### src/rtl/typing_round_ctrl.sv
// Round FSM for the typing tutor: arms/clears the countdown timer, judges keys, keeps score, misses, level and lives.
// Latency: one state step per cycle with Moore outputs; no backpressure, keystrokes count only in RUN.
module typing_round_ctrl #(
    parameter int BASE_LIMIT     = 10,
    parameter int MIN_LIMIT      = 3,
    parameter int HITS_PER_LEVEL = 5,
    parameter int LIVES          = 3,
    parameter int MAX_LEVEL      = 7
) (
    input  logic       clk,
    input  logic       reset,
    input  logic       start,
    input  logic       key_valid,
    input  logic [7:0] key_code,
    input  logic [7:0] target_code,
    input  logic [3:0] newTime,
    output logic       timer_clear,
    output logic       timer_en,
    output logic [3:0] currTimeLimit,
    output logic       char_req,
    output logic [7:0] score,
    output logic [7:0] misses,
    output logic [2:0] level,
    output logic [1:0] lives,
    output logic       game_over,
    output logic [2:0] state
);

    typedef enum logic [2:0] {
        IDLE    = 3'd0,
        ARM     = 3'd1,
        RUN     = 3'd2,
        HIT     = 3'd3,
        TIMEOUT = 3'd4,
        OVER    = 3'd5
    } state_t;

    localparam logic [3:0] BASE4      = 4'(BASE_LIMIT);
    localparam logic [3:0] MIN4       = 4'(MIN_LIMIT);
    localparam logic [7:0] HPL        = 8'(HITS_PER_LEVEL);
    localparam logic [2:0] MAXL       = 3'(MAX_LEVEL);
    localparam logic [1:0] LIVES_INIT = 2'(LIVES);

    state_t     state_q, state_d;
    logic [7:0] score_q, score_d;
    logic [7:0] misses_q, misses_d;
    logic [7:0] streak_q, streak_d;
    logic [2:0] level_q, level_d;
    logic [1:0] lives_q, lives_d;

    always_ff @(posedge clk) begin
        if (!reset) begin
            state_q  <= IDLE;
            score_q  <= 8'd0;
            misses_q <= 8'd0;
            streak_q <= 8'd0;
            level_q  <= 3'd0;
            lives_q  <= LIVES_INIT;
        end else begin
            state_q  <= state_d;
            score_q  <= score_d;
            misses_q <= misses_d;
            streak_q <= streak_d;
            level_q  <= level_d;
            lives_q  <= lives_d;
        end
    end

    always_comb begin
        state_d     = state_q;
        score_d     = score_q;
        misses_d    = misses_q;
        streak_d    = streak_q;
        level_d     = level_q;
        lives_d     = lives_q;
        timer_clear = 1'b0;
        timer_en    = 1'b0;
        char_req    = 1'b0;
        game_over   = 1'b0;
        case (state_q)
            IDLE: begin
                timer_clear = 1'b1;
                if (start) state_d = ARM;
            end
            ARM: begin
                timer_clear = 1'b1;
                char_req    = 1'b1;
                state_d     = RUN;
            end
            RUN: begin
                timer_en = 1'b1;
                // A correct key beats a simultaneous expiry.
                if (key_valid && (key_code == target_code)) begin
                    state_d = HIT;
                    if (score_q != 8'hFF) score_d = score_q + 8'd1;
                    if (streak_q + 8'd1 == HPL) begin
                        streak_d = 8'd0;
                        if (level_q < MAXL) level_d = level_q + 3'd1;
                    end else begin
                        streak_d = streak_q + 8'd1;
                    end
                end else if (newTime == 4'd0) begin
                    state_d  = TIMEOUT;
                    streak_d = 8'd0;
                    if (lives_q != 2'd0) lives_d = lives_q - 2'd1;
                end else if (key_valid) begin
                    if (misses_q != 8'hFF) misses_d = misses_q + 8'd1;
                end
            end
            HIT: begin
                timer_clear = 1'b1;
                state_d     = ARM;
            end
            TIMEOUT: begin
                timer_clear = 1'b1;
                state_d     = (lives_q == 2'd0) ? OVER : ARM;
            end
            OVER: begin
                timer_clear = 1'b1;
                game_over   = 1'b1;
                if (start) begin
                    state_d  = ARM;
                    score_d  = 8'd0;
                    misses_d = 8'd0;
                    streak_d = 8'd0;
                    level_d  = 3'd0;
                    lives_d  = LIVES_INIT;
                end
            end
            default: state_d = IDLE;
        endcase
    end

    // Clamp at zero before applying the floor so high levels never underflow.
    logic [3:0] lvl4, diff;
    always_comb begin
        lvl4          = {1'b0, level_q};
        diff          = (lvl4 >= BASE4) ? 4'd0 : (BASE4 - lvl4);
        currTimeLimit = (diff < MIN4) ? MIN4 : diff;
    end

    assign score  = score_q;
    assign misses = misses_q;
    assign level  = level_q;
    assign lives  = lives_q;
    assign state  = state_q;

endmodule

### config.mk
export PLATFORM = sky130hd
export DESIGN_NAME = typing_round_ctrl
export DESIGN_NICKNAME = d
export VERILOG_FILES = /design/src/rtl/typing_round_ctrl.sv
export SDC_FILE = /design/constraint.sdc
export NUM_CORES = 1
export LEC_CHECK = 0
export CORE_ASPECT_RATIO = 1.2
export CORE_UTILIZATION = 32
export CTS_BUF_LIST = sky130_fd_sc_hd__clkbuf_8
export DETAILED_ROUTE_END_ITERATION = 10
export PLACE_DENSITY_LB_ADDON = 0.3
export SETUP_SLACK_MARGIN = 0.3
export SLEW_MARGIN = 10
export SYNTH_ARGS = -nofsm -noshare
export SYNTH_HDL_FRONTEND = slang
export SYNTH_SLANG_ARGS = --single-unit
### constraint.sdc
create_clock -name clk -period 5.4 [get_ports clk]
set_input_delay 1.62 -clock clk [delete_from_list [all_inputs] [get_ports clk]]
set_output_delay 1.62 -clock clk [all_outputs]
set_load 0.05 [all_outputs]
======== After elaboration in Yosys (flattened, before gate mapping) ========
Index checks and enable logic that the tools add are counted.
word-level totals
  register bits after elaboration ......... 32
cells by class
  $lt $le $gt $ge ......................... 3
  eq/ne operators ......................... 22
  reductions and logical operators ........ 14
  mux-type cells .......................... 34
  add/sub/neg operators ................... 6
operators by type and width
  operator             count
  $mux 8               10
  $pmux 8 s2           3
  $add 8x1->8 const B  3
  $mux 3               8
  $ne 2x2->1 const B   11
  $ne 8x8->1 const B   2
  $pmux 3 s5           1
  $reduce_and 5->1     2
  $eq 8x3->1 const B   1
  $eq 8x8->1           1
  $mux 2               4
  $mux 4               2
  $eq 3x2->1 const B   2
  $eq 3x3->1 const B   2
  $pmux 3 s2           1
  $reduce_and 6->1     1
  $reduce_or 5->1      1
  $ge 3x4->1 const B   1
  $logic_not 4->1      1
  $lt 4x2->1 const B   1
  $mux 1               4
  $pmux 2 s2           1
  $reduce_and 4->1     1
  $reduce_bool 2->1    2
  other kinds (13)     13

======== Longest topological paths before layout ========
  depth in word-level cells ............... 6
  gate-level depth with buffers ........... 8

======== Worst setup path before layout ========
No wires, ideal clock.
  kind .................................... register to output
  from .................................... reg level_q[0], in the netlist level[0]
  to ...................................... out currTimeLimit[1]
  cell stages (with the launch flop) ...... 4
  setup slack ............................. 1.138 ns
  buffers on the path ..................... 0
  data arrival time ....................... 2.642 ns
  data required time ...................... 3.780 ns
  cells stage by stage .................... dfxtp_1 > ha_1 > xor2_1 > o31ai_1
between the ends
  cells in the longest elaborated chain, start to end .. 4
  elaborated cells between the ends (all ways) .. 5
RTL lines
  element                                           RTL line  text
  from (decl)                                       48        logic [2:0] level_q, level_d;
  from (signal assigned)                            64        level_q <= level_d;
  $sub 4x3->4 / $ge 3x4->1 (equally long branches)  138       diff = (lvl4 >= BASE4) ? 4'd0 : (BASE4 - lvl4);
  $mux 4 (*)                                        138
  $lt 4x2->1                                        139       currTimeLimit = (diff < MIN4) ? MIN4 : diff;
  $mux 4 (*)                                        139
  to (decl)                                         19        output logic [3:0] currTimeLimit,
Mark *: on every way between the ends. The rest lies on a longest branch, timed or not.

======== Worst setup path after layout ========
  from .................................... reg state_q[1], in the netlist state[1]
  to ...................................... out timer_en
between the ends
  cells in the longest elaborated chain, start to end .. 2
RTL lines
  element                 RTL line  text
  from (decl)             44        state_t state_q, state_d;
  from (signal assigned)  60        state_q <= state_d;
  $eq 3x2->1              80        case (state_q)
  $mux 1                  80
  to (decl)               18        output logic timer_en,
No other way between the ends.

==> results_dict.tcl <==
set metrics [dict create \
    hold_ws_ns 0.5033 \
    yosys_warnings 0 \
    netlist_instances 244 \
    relSlewSlack_pct 61.31 \
    drtIter0Drc 91 \
    max_freq_mhz 259.4 \
    rsz0062_at_grt "no" \
    period_share_pct 71.38 \
    finalCriticalPeriod_ns 3.855 \
    fin_util_pct 45.93 \
    slowest_delay_ns 0.91 \
    rows 30 \
    worst_slew_pin_slew_ns 0.5798 \
    coreArea_sq_um 5781 \
    die_w_um 73.32 \
    antenna_found_initial 0 \
    grt_max_degree 25 \
    grt-busiest-layer "met2" \
    reg2reg_from "state[1]" \
    final-hold-violation-count 0 \
    r2r_slack_ns 3.23 \
    clk_pin_slew_worst_paths_ns 0.07 \
    cts_setup_buffers 0 \
    pin_count 56 \
    critPathMaxFanout 11 \
    worstReg2RegEnd "misses[2]" \
    synth_nets 275 \
    synth_edf_count 0 \
    required_ns 3.78 \
    cp_cell_sequence "nor3b_4 -> clkdlybuf4s50_1" \
    fin_tns_setup_ns 0 \
    portBuffers 55 \
    drc 0 \
    clock-sinks 32 \
    synth_area_per_cell_sq_um 8.005 \
    drt_pre_antenna_iters 4 \
    finalSetupViolCount 0 \
    dp_hpwl_um 3601 \
    fin_skew_ns 0.004940 \
    slowest_stage "clkdlybuf4s50_1" \
    synth-async-reset-ratio_pct 0 \
    nFillCells 614 \
    routed_via_density 5.181 \
    tritoncts "yes" \
    globalplace.congestion 0.7726 \
    grtUsageMet1_pct 19.69 \
    ant_nets 0 \
    max_cap_violations 0 \
    totalWireLength_um 4947 \
    yosysSeqAreaShare_pct 32.80 \
    die_h_um 87.58 \
    routedWlPerCell_um 12.98 \
    grt_usage_pct 15.44 \
    cts_made_buffers 5 \
    p_per_area_nw_per_um2 198.3 \
    diodes 0 \
    ys_types 50 \
    cts_buffer_depth 2 \
    cp_data_arrival_time_ns 2.23 \
    grt_pass1_wl_um 7824 \
    hold_buffers 0 \
    critPathLaunchType "flip-flop" \
    h-tree-depth 2 \
    overflow 0 \
    hold_class "flip-flop to flip-flop" \
    vdd_drop_max_uv 120.9 \
    final-max-slew-violation-count 0 \
    hold_depth 2 \
    use_met2_pct 25.51 \
    syn2layout_area_growth_pct 35.94 \
    grt_pass1_vias 1768 \
    clkLatencyLatePin_ns 0.29 \
    synth_flop_cell "dfxtp_1" \
    r2r_cells 5 \
    dieArea_sq_um 6421 \
    root_buffer "clkbuf_8" \
    drive_above_1_share_pct 4.983 \
    cts.repair.resized 0 \
    fin_nets 331 \
    cp-end-kind "primary output" \
    vias 1974 \
    worstHoldEndpoint "misses[1]" \
    synth-seq-cells 32 \
    power_leakage_nw 0.9471 \
    initial_core_util_pct 33.79 \
    min_from "misses[1]" \
    met3_usage_pct 3.567 \
    synth_area_sq_um 1953 \
    status "completed" \
    setup.worst_path.class "flip-flop to primary output" \
]
how the worst max path moves through the flow:
| stage | from | end | depth (start not counted) |
|---|---|---|---|
| final | state[1] | timer_en | 2 |
| after global routing | state[1] | timer_en | 2 |
| after CTS | state[1] | timer_en | 2 |
| after detailed placement | target_code[0] | score[7] | 7 |
| after global placement | target_code[0] | score[7] | 7 |
| after floorplan | level[0] | currTimeLimit[1] | 3 |
cell usage after synthesis (2+ instances only):
| cell | n | area share (%) |
|---|---|---|
| nand2b_1 | 5 | 1.6 |
| nand3_1 | 9 | 2.3 |
| or4_1 | 2 | 0.77 |
| o31ai_1 | 2 | 0.77 |
| and4_1 | 2 | 0.90 |
| a31o_2 | 2 | 0.90 |
| o21a_1 | 3 | 1.2 |
| o22ai_1 | 5 | 1.6 |
| dfxtp_1 | 32 | 33 |
| nor4_1 | 3 | 0.96 |
| buf_6 | 2 | 1.2 |
| nand2_1 | 37 | 7.1 |
| xor2_1 | 8 | 3.6 |
| or3_1 | 9 | 2.9 |
| nand3b_1 | 4 | 1.5 |
| nand4_1 | 7 | 2.2 |
| a21oi_1 | 18 | 4.6 |
| nand4b_1 | 3 | 1.3 |
| xnor2_1 | 3 | 1.3 |
| nor3_1 | 4 | 1.0 |
| o211ai_1 | 5 | 1.9 |
| mux2i_1 | 3 | 1.5 |
| clkbuf_1 | 3 | 0.58 |
| and3_1 | 2 | 0.64 |
| a21boi_0 | 2 | 0.77 |
| inv_1 | 10 | 1.9 |
| o21ai_0 | 14 | 3.6 |
| nor2_1 | 13 | 2.5 |
| and2_1 | 5 | 1.6 |
| ha_1 | 7 | 4.5 |
layout make-up:
cell class / instances / area [sq um] / share of cell area [%]
clock buffer: 6 / 82.58 / 3.110
clock inverter: 2 / 7.507 / 0.2828
inverter: 11 / 41.29 / 1.555
multi-input combinational: 194 / 1225 / 46.14
sequential: 32 / 640.6 / 24.13
tap: 80 / 100.1 / 3.770
timing repair buffer: 56 / 558.0 / 21.02
metrics by stage:
step                      power [mW]  worst slack [ns]  cell area (sq um)  cells
after floorplan               0.3029             1.138               1953    244
after global placement        0.3418             1.442               2565    373
after detailed placement      0.3426             1.409               2565    373
after CTS                     0.5326             1.546               2655    381
after global routing          0.5493             1.434               2655    381
final                         0.5265             1.545               2655    381
per-layer routing:
metal  vias to the layer above  routed length [um]
li1                        999                   -
met1                       934                2406
met2                        36                2299
met3                         5                 183
met4                         0                  57
met5                         -                   0
power by group:
group	internal, mW	total [mW]	leakage, nW	switching [mW]
registers	0.239	0.246	0.258	0.00666
clock network	0.100	0.189	0.0538	0.0893
logic	0.0397	0.0914	0.635	0.0517
total	0.379	0.527	0.947	0.148
state kept, by name, indices dropped and copies added (netlist names):
| name | count |
|---|---|
| streak_q | 8 |
| score | 8 |
| lives | 2 |
| misses | 8 |
| state | 3 |
| level | 3 |
kinds of logic (layout without fill, tap and decap cells):
group	Yosys count	after routing	share of synthesized area (%)
mux	4	4	2.114
fa+ha+maj	7	7	4.484
flops	32	32	32.80
buf+inv	18	75	4.484
simple gates	111	111	30.56
compound gates	61	61	20.63
xor+xnor	11	11	4.933
placed cells by master, fill, tap and decap left out, types with 3 or more instances in the layout:
cell and count:
nand4_1 7, dfxtp_1 32, xnor2_1 3, clkbuf_8 6, nand4b_1 3, nand3_1 9, ha_1 7, o22ai_1 5
nand2b_1 5, nand3b_1 4, inv_1 12, nor2_1 13, nor4_1 3, mux2i_1 3, o21a_1 3, xor2_1 8
and2_1 5, o21ai_0 14, or3_1 9, nor3_1 4, o211ai_1 5, a21oi_1 18, nand2_1 37, clkdlybuf4s50_1 55
critical path: cells and delay by family, from the launching register on:
family	cells	cell delay [ns]
buffers and inverters	1	0.91
flip-flops	1	0.46
AND/OR/NAND/NOR	1	0.57
(Power assumes the default switching activity.)
